**src/rtl/ro_pkg.sv**
```systemverilog
// Shared types and constants for the round-robin readout scheduler.
package ro_pkg;

  localparam int DEF_NCH = 8;
  localparam int DEF_IDW = 3;

  localparam logic START_BIT = 1'b1;
  localparam logic STOP_BIT  = 1'b0;

  typedef enum logic [2:0] {
    IDLE,
    START,
    ID,
    DATA,
    STOP
  } state_t;

  // START + ID bits + DATA + STOP
  function automatic int pkt_len(input int idw);
    return idw + 3;
  endfunction

endpackage

```
**src/rtl/rr_arbiter.sv**
```systemverilog
// Combinational round-robin pick: first requester after the last-granted index.
module rr_arbiter
  import ro_pkg::*;
#(
  parameter int NCH = DEF_NCH,
  parameter int IDW = DEF_IDW
) (
  input  logic [NCH-1:0] req,
  input  logic [IDW-1:0] last,
  output logic           valid,
  output logic [NCH-1:0] win,
  output logic [IDW-1:0] idx
);

  always_comb begin
    int ci;
    logic [IDW-1:0] c;
    valid = 1'b0;
    win   = '0;
    idx   = '0;
    ci    = 0;
    c     = '0;
    for (int k = 1; k <= NCH; k++) begin
      ci = (int'(last) + k) % NCH;
      c  = IDW'(ci);
      if (!valid && req[c]) begin
        valid  = 1'b1;
        win[c] = 1'b1;
        idx    = c;
      end
    end
  end

endmodule

```
**src/rtl/ro_scheduler.sv**
```systemverilog
// Event-driven readout scheduler: buffers one sample per channel and serialises
// START/ID/DATA/STOP packets. Define RO_OVF_CNT_EN to add the saturating ovf_cnt output.
module ro_scheduler
  import ro_pkg::*;
#(
  parameter int NCH   = DEF_NCH,
  parameter int IDW   = DEF_IDW,
  parameter int OVF_W = 8
) (
  input  logic             clk_ext,
  input  logic             rstb,
  input  logic             enable,
  input  logic [NCH-1:0]   ev_valid,
  input  logic [NCH-1:0]   ev_data,
  output logic             out,
  output logic             busy,
  output logic             frame_start,
  output logic [NCH-1:0]   grant,
  output logic [NCH-1:0]   ovf_flag
`ifdef RO_OVF_CNT_EN
  ,
  output logic [OVF_W-1:0] ovf_cnt
`endif
);

  state_t           state;
  logic [NCH-1:0]   pend;
  logic [NCH-1:0]   hold;
  logic [IDW-1:0]   last;
  logic [IDW-1:0]   cnt;
  logic [IDW-1:0]   chan_id;
  logic             data_bit;

  logic             arb_valid;
  logic [NCH-1:0]   arb_win;
  logic [IDW-1:0]   arb_idx;
  logic             arb_go;
  logic [NCH-1:0]   clr;
  logic [NCH-1:0]   drop;

  rr_arbiter #(
    .NCH (NCH),
    .IDW (IDW)
  ) u_arb (
    .req   (pend),
    .last  (last),
    .valid (arb_valid),
    .win   (arb_win),
    .idx   (arb_idx)
  );

  assign arb_go = enable && arb_valid && (state == IDLE || state == STOP);
  assign clr    = arb_go ? arb_win : '0;
  // A strobe landing on the channel being granted this cycle refills the buffer.
  assign drop   = ev_valid & pend & ~clr;

  always_ff @(posedge clk_ext) begin
    if (!rstb) begin
      pend     <= '0;
      ovf_flag <= '0;
    end else begin
      pend     <= (pend & ~clr) | ev_valid;
      ovf_flag <= ovf_flag | drop;
    end
  end

  always_ff @(posedge clk_ext) begin
    for (int i = 0; i < NCH; i++) begin
      if (ev_valid[i] && (!pend[i] || clr[i])) hold[i] <= ev_data[i];
    end
    if (arb_go) begin
      chan_id  <= arb_idx;
      data_bit <= hold[arb_idx];
    end
  end

  // Outputs are registered with the state so out/grant/busy/frame_start stay aligned.
  always_ff @(posedge clk_ext) begin
    if (!rstb) begin
      state       <= IDLE;
      last        <= IDW'(NCH - 1);
      cnt         <= '0;
      out         <= 1'b0;
      busy        <= 1'b0;
      frame_start <= 1'b0;
      grant       <= '0;
    end else begin
      frame_start <= 1'b0;
      case (state)
        IDLE, STOP: begin
          if (arb_go) begin
            state       <= START;
            last        <= arb_idx;
            out         <= START_BIT;
            busy        <= 1'b1;
            frame_start <= 1'b1;
            grant       <= arb_win;
          end else begin
            state <= IDLE;
            out   <= 1'b0;
            busy  <= 1'b0;
            grant <= '0;
          end
        end
        START: begin
          state <= ID;
          cnt   <= IDW'(IDW - 1);
          out   <= chan_id[IDW-1];
        end
        ID: begin
          if (cnt == '0) begin
            state <= DATA;
            out   <= data_bit;
          end else begin
            cnt <= cnt - 1'b1;
            out <= chan_id[cnt - 1'b1];
          end
        end
        DATA: begin
          state <= STOP;
          out   <= STOP_BIT;
        end
        default: begin
          state <= IDLE;
          out   <= 1'b0;
          busy  <= 1'b0;
          grant <= '0;
        end
      endcase
    end
  end

`ifdef RO_OVF_CNT_EN
  function automatic logic [IDW:0] popcount(input logic [NCH-1:0] v);
    logic [IDW:0] n;
    n = '0;
    for (int i = 0; i < NCH; i++) n = n + {{IDW{1'b0}}, v[i]};
    return n;
  endfunction

  function automatic logic [OVF_W-1:0] sat_add(input logic [OVF_W-1:0] a,
                                               input logic [IDW:0]     b);
    logic [OVF_W:0] s;
    s = {1'b0, a} + (OVF_W + 1)'(b);
    return s[OVF_W] ? '1 : s[OVF_W-1:0];
  endfunction

  always_ff @(posedge clk_ext) begin
    if (!rstb) ovf_cnt <= '0;
    else       ovf_cnt <= sat_add(ovf_cnt, popcount(drop));
  end
`endif

endmodule

```
**config.mk**
```make
export PLATFORM = sky130hd
export DESIGN_NAME = ro_scheduler
export DESIGN_NICKNAME = d
export VERILOG_FILES = /design/src/rtl/ro_pkg.sv /design/src/rtl/rr_arbiter.sv /design/src/rtl/ro_scheduler.sv
export SDC_FILE = /design/constraint.sdc
export NUM_CORES = 1
export LEC_CHECK = 0
export CELL_PAD_IN_SITES_DETAIL_PLACEMENT = 1
export CELL_PAD_IN_SITES_GLOBAL_PLACEMENT = 1
export CORE_AREA = 2 2 72 102
export CTS_BUF_LIST = sky130_fd_sc_hd__clkbuf_4 sky130_fd_sc_hd__clkbuf_8 sky130_fd_sc_hd__clkbuf_16
export DETAILED_ROUTE_END_ITERATION = 8
export DIE_AREA = 0 0 74 104
export PLACE_DENSITY = 0.9
export SYNTH_ARGS = -nofsm -noshare
export SYNTH_HDL_FRONTEND = slang
export SYNTH_SLANG_ARGS = --single-unit
```
**constraint.sdc**
```tcl
create_clock -name clk_ext -period 7.25 [get_ports clk_ext]
set_input_delay 0.725 -clock clk_ext [delete_from_list [all_inputs] [get_ports clk_ext]]
set_output_delay 0.725 -clock clk_ext [all_outputs]
set_load 0.02 [all_outputs]
```
==> results of run 1 <==
-- worst max-delay path by stage --
stage / from / slack, ps / cells past startpoint / end
5_1_grt: last[1] / 2150 / 11 / data_bit
3_3_place_gp: last[1] / 2620 / 11 / data_bit
2_1_floorplan: last[1] / 3510 / 15 / data_bit
4_1_cts: last[1] / 2450 / 11 / data_bit
6_report: last[1] / 2470 / 11 / data_bit
3_5_place_dp: last[1] / 2520 / 11 / data_bit
-- cell usage after synthesis, types with 3 or more instances --
| master | number |
|---|---|
| mux2_2 | 7 |
| mux2i_1 | 8 |
| mux2_1 | 5 |
| a22o_1 | 4 |
| inv_1 | 12 |
| o211ai_1 | 4 |
| nand3_1 | 5 |
| dfxtp_1 | 36 |
| ha_1 | 8 |
| or3_1 | 5 |
| o21ai_0 | 9 |
| nand2_1 | 31 |
| nor3_1 | 6 |
| clkbuf_1 | 9 |
| a21boi_1 | 4 |
| o21a_1 | 6 |
| a22oi_1 | 3 |
| a221o_1 | 4 |
| buf_6 | 3 |
| o31ai_1 | 5 |
| edfxtp_1 | 12 |
| nor2_1 | 47 |
| xnor2_1 | 3 |
| a21oi_1 | 21 |
| a31oi_1 | 6 |
| nand2b_1 | 9 |
| mux4_2 | 13 |
-- routing by layer --
layer / wire length [um] / track usage (%) / up-vias
met3: 361 / 4.94 / 35
met2: 4970 / 44.3 / 88
li1: - / - / 1255
met5: 0 / 0 / -
met1: 3510 / 27.7 / 1322
met4: 466 / 13.6 / 0
-- sequential cells by signal, indices dropped and copies added (netlist names) --
signal / flops
data_bit: 1
state: 3
chan_id: 3
last: 3
pend: 8
busy: 1
ovf_flag: 8
grant: 8
cnt: 3
out: 1
frame_start: 1
hold: 8
-- worst max-delay path, cell delays in order, from the launching register on --
cell,delay [ps]
dfxtp_1,840
inv_1,330
ha_1,570
mux4_2,560
mux2_2,400
nor4b_2,440
and2_1,330
o31ai_2,130
a22oi_4,320
mux2_1,350
o22ai_1,180
nor3b_1,80
-- area by class of cell --
| class | count | area (um2) |
|---|---|---|
| Timing Repair Buffer | 37 | 370 |
| Sequential cell | 48 | 1080 |
| Clock inverter | 3 | 68.8 |
| Multi-Input combinational cell | 247 | 1810 |
| Tap cell | 95 | 119 |
| Inverter | 14 | 52.6 |
| Clock buffer | 5 | 68.8 |
| Fill cell | 773 | 3240 |
-- kinds of logic after synthesis --
kind of cell	count (synthesis)	share of synthesized area, %
flops	48	35.7
xor+xnor	4	1.16
compound gates	83	19.4
simple gates	119	19.0
buf+inv	30	4.79
fa+ha+maj	8	3.30
mux	33	16.8
-- power by group --
part	switching, mW	leakage (nW)	internal, mW	total, mW
logic	0.751	0.844	0.509	1.26
clock network	0.100	0.0687	0.139	0.239
registers	0.0880	0.411	0.359	0.447
total	0.939	1.32	1.01	1.95
==> results.yml, run 1 <==
outcome:
  status: "finished clean"
grt:
  grt_pass1_vias: 2829
  grt_pass1_wl_um: 14700
  grt_max_degree: 25
  grt_remaining_overflow: 0
  track_usage_pct: 25.3
  antenna_found_initial: 0
sta:
  setup_viol: 0
  fin_crit_sh_pct: 65.9
  fin_crit_ps: 4780
  slew_headroom_pct: 34.0
  fin_tns_setup_ps: 0
  finalHoldViolCount: 0
  skew_ps: 15.6
  grt_setup_unrepaired: "false"
  tightest_slew_ps: 985
  slew_viol_final: 0
  fmax_mhz: 209
  timing.hold.ws_ps: 477
  finalWorstSetupSlack_ps: 2470
synth:
  synth.ff_latch_count: 48
  synth.top_cell.area_share_pct: 23.8
  synth-seq-area-share_pct: 35.7
  yosys_warnings: 0
  syn_nets: 352
  synthArstFlopShare_pct: 0
  syn_avg_cell_area_um2: 9.33
  netlist_area_um2: 3030
  yosys-top-cells-area: "dfxtp_1, edfxtp_1, mux4_2"
  postSynthCellCount: 325
  yosys.area.top_type: "dfxtp_1"
  synth-main-ff-cell: "dfxtp_1"
  synth_edf_count: 12
  ys_types: 56
route:
  viasPerCell: 6.01
  drt_pre_antenna_iters: 4
  drtAntennaViolNets: 0
  vias: 2700
  drt_iter0_markers: 131
  drc_errors: 0
  wire_per_inst_um: 20.7
  finalWirelength_um: 9310
power_and_ir_drop:
  vdd_ir_drop_max_mv: 0.254
  total_power_mw: 1.95
  leakage_nw: 1.32
  p_per_area_nw_per_um2: 546
worst_hold_path:
  min_path_cells: 2
  hold_start: "grant[4]"
  hp-class: "reg2reg"
  hold_path_end: "grant[4]"
floorplan:
  ioPinCount: 38
  die_w_um: 74
  die_h_um: 104
  num_rows: 36
  core_area_um2: 6800
  die-area_um2: 7700
  start_util_pct: 44.6
placement:
  place_hpwl_um: 6760
  place.gp.congestion: 0.935
  portBuffers: 37
  dp_slack_ps: 2520
  placed_cell_area_um2: 3430
  dp_cells: 441
cts:
  cts_tree: "yes"
  clk_pin_slew_ps: 100
  clock_latency_ps: 320
  htree_levels: 2
  postCtsHoldBufs: 0
  ctsRootBufferMaster: "clkbuf_8"
  cts.path.max_buffers: 2
  cts_setup_buffers: 0
  cts_resized: 0
  cts_sinks: 48
  cts_buffers: 5
final_layout:
  final_cells: 449
  fin_util_pct: 52.4
  design_area_um2: 3570
  layout_commonest_cell: "nor2_1"
  synthToLayoutAreaGrowth_pct: 17.6
  drive_gt1_share_pct: 10.2
  diodes: 0
  nNetsFinal: 380
  final_cell_mix: "nor2_1, clkdlybuf4s50_1, dfxtp_1"
run:
  drv_cap: 0
critical_path:
  r2r-start: "last[1]"
  critPathRequiredTime_ps: 7320
  cp-end-kind: "flip-flop"
  reg2reg_slack_ps: 2470
  cp_max_fo: 17
  worstSetupPathType: "reg2reg"
  r2r_cells: 11
  r2r-end: "data_bit"
  cp-start-kind: "flip-flop"
  crit_arrival_ps: 4850
Note: power is estimated with default switching activity, not from simulation.
==> run 2: changes to the inputs <==
--- a/config.mk
+++ b/config.mk
@@ -7,11 +7,11 @@
 export LEC_CHECK = 0
 export CELL_PAD_IN_SITES_DETAIL_PLACEMENT = 1
 export CELL_PAD_IN_SITES_GLOBAL_PLACEMENT = 1
-export CORE_AREA = 2 2 72 102
+export CORE_AREA = 2 2 78 110
 export CTS_BUF_LIST = sky130_fd_sc_hd__clkbuf_4 sky130_fd_sc_hd__clkbuf_8 sky130_fd_sc_hd__clkbuf_16
 export DETAILED_ROUTE_END_ITERATION = 8
-export DIE_AREA = 0 0 74 104
-export PLACE_DENSITY = 0.9
+export DIE_AREA = 0 0 80 112
+export PLACE_DENSITY = 0.82
 export SYNTH_ARGS = -nofsm -noshare
 export SYNTH_HDL_FRONTEND = slang
 export SYNTH_SLANG_ARGS = --single-unit
==> constraint.sdc (replaced) <==
create_clock -name clk_ext -period 3.9 [get_ports clk_ext]
set_input_delay 0.39 -clock clk_ext [delete_from_list [all_inputs] [get_ports clk_ext]]
set_output_delay 0.39 -clock clk_ext [all_outputs]
set_load 0.02 [all_outputs]
==> run 2 against run 1 <==
  * Die area grew 16%
  * Critical path depth is the same
  * Critical endpoint unchanged
  * Combinational power grew 95%
  * Worst setup slack lost 2300 ps
  * Global-route usage shrank 5.0 points
  * Clock skew shrank 11 ps
  * Design area grew 3.3%
  * Highest routed layer unchanged
  * Worst hold slack lost 15 ps
  * Sequential power grew 69%
  * Utilization shrank 6.4 points
  * Non-clock buffer count grew 12
==> results.yml, run 2 (synthesized netlist as in run 1, its figures left out) <==
outcome:
  status: "finished clean"
final_layout:
  synthToLayoutAreaGrowth_pct: 21.5
  diodes: 0
  num-fill-cells: 943
  drive_gt1_share_pct: 13.4
  design_area_um2: 3680
  nNetsFinal: 392
  layout_commonest_cell: "nor2_1"
  multi_input_area_um2: 1810
  seqCellArea_um2: 1080
  final_cell_mix: "nor2_1, clkdlybuf4s50_1, dfxtp_1"
sta:
  tightest_slew_ps: 812
  skew_ps: 4.94
  slew_headroom_pct: 45.8
  fin_tns_setup_ps: 0
  grt_setup_unrepaired: "false"
  fin_crit_sh_pct: 94.5
  fmax_mhz: 271
  setup_viol: 0
  fin_crit_ps: 3680
  slew_viol_final: 0
  finalHoldViolCount: 0
cts:
  postCtsHoldBufs: 0
  ctsRootBufferMaster: "clkbuf_16"
  cts_tree: "yes"
  clk_pin_slew_ps: 60
  cts_buffers: 5
  cts_sinks: 48
  cts.path.max_buffers: 2
  clock_latency_ps: 290
  htree_levels: 2
route:
  viasPerCell: 5.75
  drc_errors: 0
  drt_iter0_markers: 159
  vias: 2693
  wire_per_inst_um: 18.6
  drt_pre_antenna_iters: 4
  finalWirelength_um: 8720
  drtAntennaViolNets: 0
floorplan:
  ioPinCount: 38
  die_h_um: 112
  die-area_um2: 8960
  die_w_um: 80
  core_area_um2: 8000
  start_util_pct: 37.9
  num_rows: 39
run:
  drv_cap: 0
grt:
  grt_max_degree: 25
  antenna_found_initial: 0
  track_usage_pct: 20.3
  grt_pass1_wl_um: 14000
  grt_pass1_vias: 2873
  grt_remaining_overflow: 0
placement:
  place.gp.congestion: 0.891
  place_hpwl_um: 6640
  placed_cell_area_um2: 3530
  portBuffers: 37
power_and_ir_drop:
  vdd_ir_drop_max_mv: 0.565
  leakage_nw: 1.39
  p_per_area_nw_per_um2: 996
critical_path:
  cp_max_fo: 12
  cp-end-kind: "flip-flop"
  critPathRequiredTime_ps: 3930
  worstSetupPathType: "reg2reg"
  cp-start-kind: "flip-flop"
  crit_arrival_ps: 3720
  cp_slowest_cell: "mux4_2"
  path_cells: "inv_1 > ha_2 > mux4_2 > mux2_2 > nor4b_2 > and2_1 > o31ai_2 > a22oi_4 > nor2b_1 > a2111oi_0 > nor3b_1"
  crit_path_max_incr_delay_ps: 510
worst_hold_path:
  hp-class: "reg2reg"
run 2: layout make-up:
| cell class | instances | share of cell area [%] |
|---|---|---|
| well taps | 102 | 3.46 |
| flip-flops and latches | 48 | 29.3 |
| repair buffers | 49 | 12.5 |
| inverters | 14 | 1.43 |
| multi-input cells | 247 | 49.1 |
| clock buffers | 8 | 4.18 |
run 2: what timing repair did:
| item | in CTS | in global routing |
|---|---|---|
| setup buffers | 0 | 0 |
| endpoints found under the setup margin | 0 | 2 |
| hold endpoints to repair | 0 | 0 |
| gates resized for setup | 0 | 1 |
run 2: per-stage QoR:
step	power (mW)	std cells	hold slack, ps	utilization, %	worst slack, ps
after floorplan	2.56	325	444	-	164
after global placement	3.11	460	446	44.1	300
after detailed placement	3.19	460	450	44.1	157
after CTS	3.66	468	467	46.0	135
after global routing	3.91	468	490	46.0	4.19
final	3.67	468	462	46.0	216
run 2: path summary, 6_finish.rpt:
check,startpoint,endpoint,slack (ps),depth (start not counted)
worst max-delay path,last[1],data_bit,220,11
worst min-delay path,grant[4],grant[4],460,2
worst max register to register,last[1],data_bit,220,11
worst min register to register,grant[4],grant[4],460,2
run 2: report_power, final:
part / total, mW / internal (mW) / switching, mW
clock network: 0.449 / 0.270 / 0.179
logic: 2.46 / 1.03 / 1.43
registers: 0.757 / 0.668 / 0.0888
run 2: critical path: cells and delay by family (launching register included):
| family | cells | cell delay (ps) |
|---|---|---|
| flops | 1 | 330 |
| fa+ha+maj | 1 | 440 |
| buf+inv | 1 | 100 |
| compound gates | 3 | 840 |
| simple gates | 4 | 810 |
| mux | 2 | 910 |
run 2: per-layer routing:
metal	routed length, um	GRT usage [%]
met1	3390	22.8
met2	4570	35.6
met3	328	3.08
met4	428	11.6
met5	0	0
==> run 3: changes to the inputs <==
--- a/config.mk
+++ b/config.mk
@@ -7,11 +7,11 @@
 export LEC_CHECK = 0
 export CELL_PAD_IN_SITES_DETAIL_PLACEMENT = 1
 export CELL_PAD_IN_SITES_GLOBAL_PLACEMENT = 1
-export CORE_AREA = 2 2 78 110
-export CTS_BUF_LIST = sky130_fd_sc_hd__clkbuf_4 sky130_fd_sc_hd__clkbuf_8 sky130_fd_sc_hd__clkbuf_16
+export CORE_AREA = 2 2 77 109
+export CTS_BUF_LIST = sky130_fd_sc_hd__clkbuf_2 sky130_fd_sc_hd__clkbuf_4 sky130_fd_sc_hd__clkbuf_8
 export DETAILED_ROUTE_END_ITERATION = 8
-export DIE_AREA = 0 0 80 112
-export PLACE_DENSITY = 0.82
+export DIE_AREA = 0 0 79 111
+export PLACE_DENSITY = 0.84
 export SYNTH_ARGS = -nofsm -noshare
 export SYNTH_HDL_FRONTEND = slang
 export SYNTH_SLANG_ARGS = --single-unit
==> run 3 against run 2 <==
  * Sequential share of layout area is 0.35 points higher
  * Clock power fell by 27%
  * Worst hold slack better by 7.0 ps
  * Utilization is essentially flat
  * Cell count grew 0.43%
  * Maximum frequency is 1.7% higher
  * Routed wire length rose by 5.5%
  * Non-clock buffer count increased by 2
  * Worst setup slack improved by 60 ps
==> results.yml, run 3 (synthesized netlist as in run 1, its figures left out) <==
critical_path:
  critPathRequiredTime_ps: 3950
  cp-start-kind: "flip-flop"
  path_cells: "inv_1 > ha_1 > mux4_2 > mux2i_1 > nand4_1 > nor3_2 > a221o_1 > nor2_1 > nor3_1 > o21a_1"
  r2r-end: "hold[1]"
  crit_path_max_incr_delay_ps: 470
  cp-end-kind: "flip-flop"
  worstSetupPathType: "reg2reg"
  crit_arrival_ps: 3680
  reg2reg_slack_ps: 280
  r2r-start: "last[1]"
  cp_top_family: "simple AND/OR/NAND/NOR gates"
  cp_max_fo: 8
  cp_slowest_cell: "ha_1"
  cp_num_buf_inv: 1
  r2r_cells: 10
placement:
  place_hpwl_um: 7070
  dp_cells: 462
  portBuffers: 37
  place.gp.congestion: 0.935
route:
  drc_errors: 0
  viasPerCell: 5.81
  finalWirelength_um: 9190
  drt_iter0_markers: 149
  drt_pre_antenna_iters: 4
  drtAntennaViolNets: 0
  vias: 2732
  wire_per_inst_um: 19.6
grt:
  grt_pass1_wl_um: 15200
  grt_max_degree: 25
  grt_pass1_vias: 2992
  antenna_found_initial: 0
  track_usage_pct: 22.6
  grt_remaining_overflow: 0
cts:
  cts_tree: "yes"
  clock_latency_ps: 320
  postCtsHoldBufs: 0
  cts_resized: 0
  clk_pin_slew_ps: 90
  cts_sinks: 48
  cts_setup_buffers: 0
  cts.path.max_buffers: 2
  ctsRootBufferMaster: "clkbuf_8"
  cts_buffers: 5
  htree_levels: 2
worst_hold_path:
  hold_path_end: "ovf_flag[7]"
  hold_start: "ovf_flag[7]"
  min_path_cells: 2
  hp-class: "reg2reg"
sta:
  fmax_mhz: 276
  skew_ps: 5.10
  fin_crit_sh_pct: 92.9
  fin_crit_ps: 3620
  setup_viol: 0
  slew_viol_final: 0
  grt_setup_unrepaired: "false"
  finalHoldViolCount: 0
  fin_tns_setup_ps: 0
  tightest_slew_ps: 812
  slew_headroom_pct: 45.8
final_layout:
  diodes: 0
  num-fill-cells: 956
  layout_commonest_cell: "nor2_1"
  nNetsFinal: 394
  synthToLayoutAreaGrowth_pct: 20.1
  final_cell_mix: "nor2_1, clkdlybuf4s50_1, dfxtp_1"
  drive_gt1_share_pct: 13.6
  final_cells: 470
  fin_util_pct: 46.0
power_and_ir_drop:
  p_per_area_nw_per_um2: 995
  vdd_ir_drop_max_mv: 0.439
  total_power_mw: 3.62
  leakage_nw: 1.37
floorplan:
  die_w_um: 79
  num_rows: 39
  start_util_pct: 38.4
  ioPinCount: 38
  core_area_um2: 7910
  die_h_um: 111
  die-area_um2: 8770
run:
  drv_cap: 0
outcome:
  status: "finished clean"
## run 3: power by group
group | leakage, nW | switching, mW | internal, mW
sequential | 0.411 | 0.0933 | 0.667
combinational | 0.912 | 1.47 | 1.07
clock | 0.0434 | 0.186 | 0.144
## run 3: area by class of cell
type,instances,area [um2],area share [%]
multi-input cells,247,1810,49.6
flip-flops and latches,48,1080,29.7
repair buffers,51,475,13.1
well taps,102,128,3.51
clock buffers,6,82.6,2.27
inverters,14,52.6,1.44
clock inverters,2,15.0,0.413
## run 3: worst max-delay path by stage
stage,start,to,slack [ps],cells after the start
2_1_floorplan,last[1],data_bit,160,15
3_3_place_gp,last[1],hold[1],430,10
3_5_place_dp,last[1],hold[1],330,11
4_1_cts,last[1],hold[1],280,11
5_1_grt,last[1],hold[1],40,10
6_report,last[1],hold[1],280,10
## run 3: worst register-to-register path: stages (launching register included)
cell and delay [ps]:
dfxtp_1 340, inv_1 100, ha_1 470, mux4_2 420
mux2i_1 440, nand4_1 220, nor3_2 380, a221o_1 290
nor2_1 60, nor3_1 470, o21a_1 190
## run 3: per-stage QoR
| step | setup WS [ps] | hold slack [ps] | instance area [um2] |
|---|---|---|---|
| floorplan | 164 | 444 | 3030 |
| global placement | 425 | 443 | 3540 |
| detailed placement | 332 | 457 | 3540 |
| CTS | 280 | 472 | 3640 |
| global route | 44.3 | 497 | 3640 |
| finish | 276 | 469 | 3640 |
## run 3: metal layers
metal  track usage (%)  share of wire [%]  vias up
met1              25.3                 38     1339
li1                  -                  -     1282
met3              3.58                3.4       39
met5                 0                  0        -
met4              16.0                6.6        0
met2              38.2                 52       72
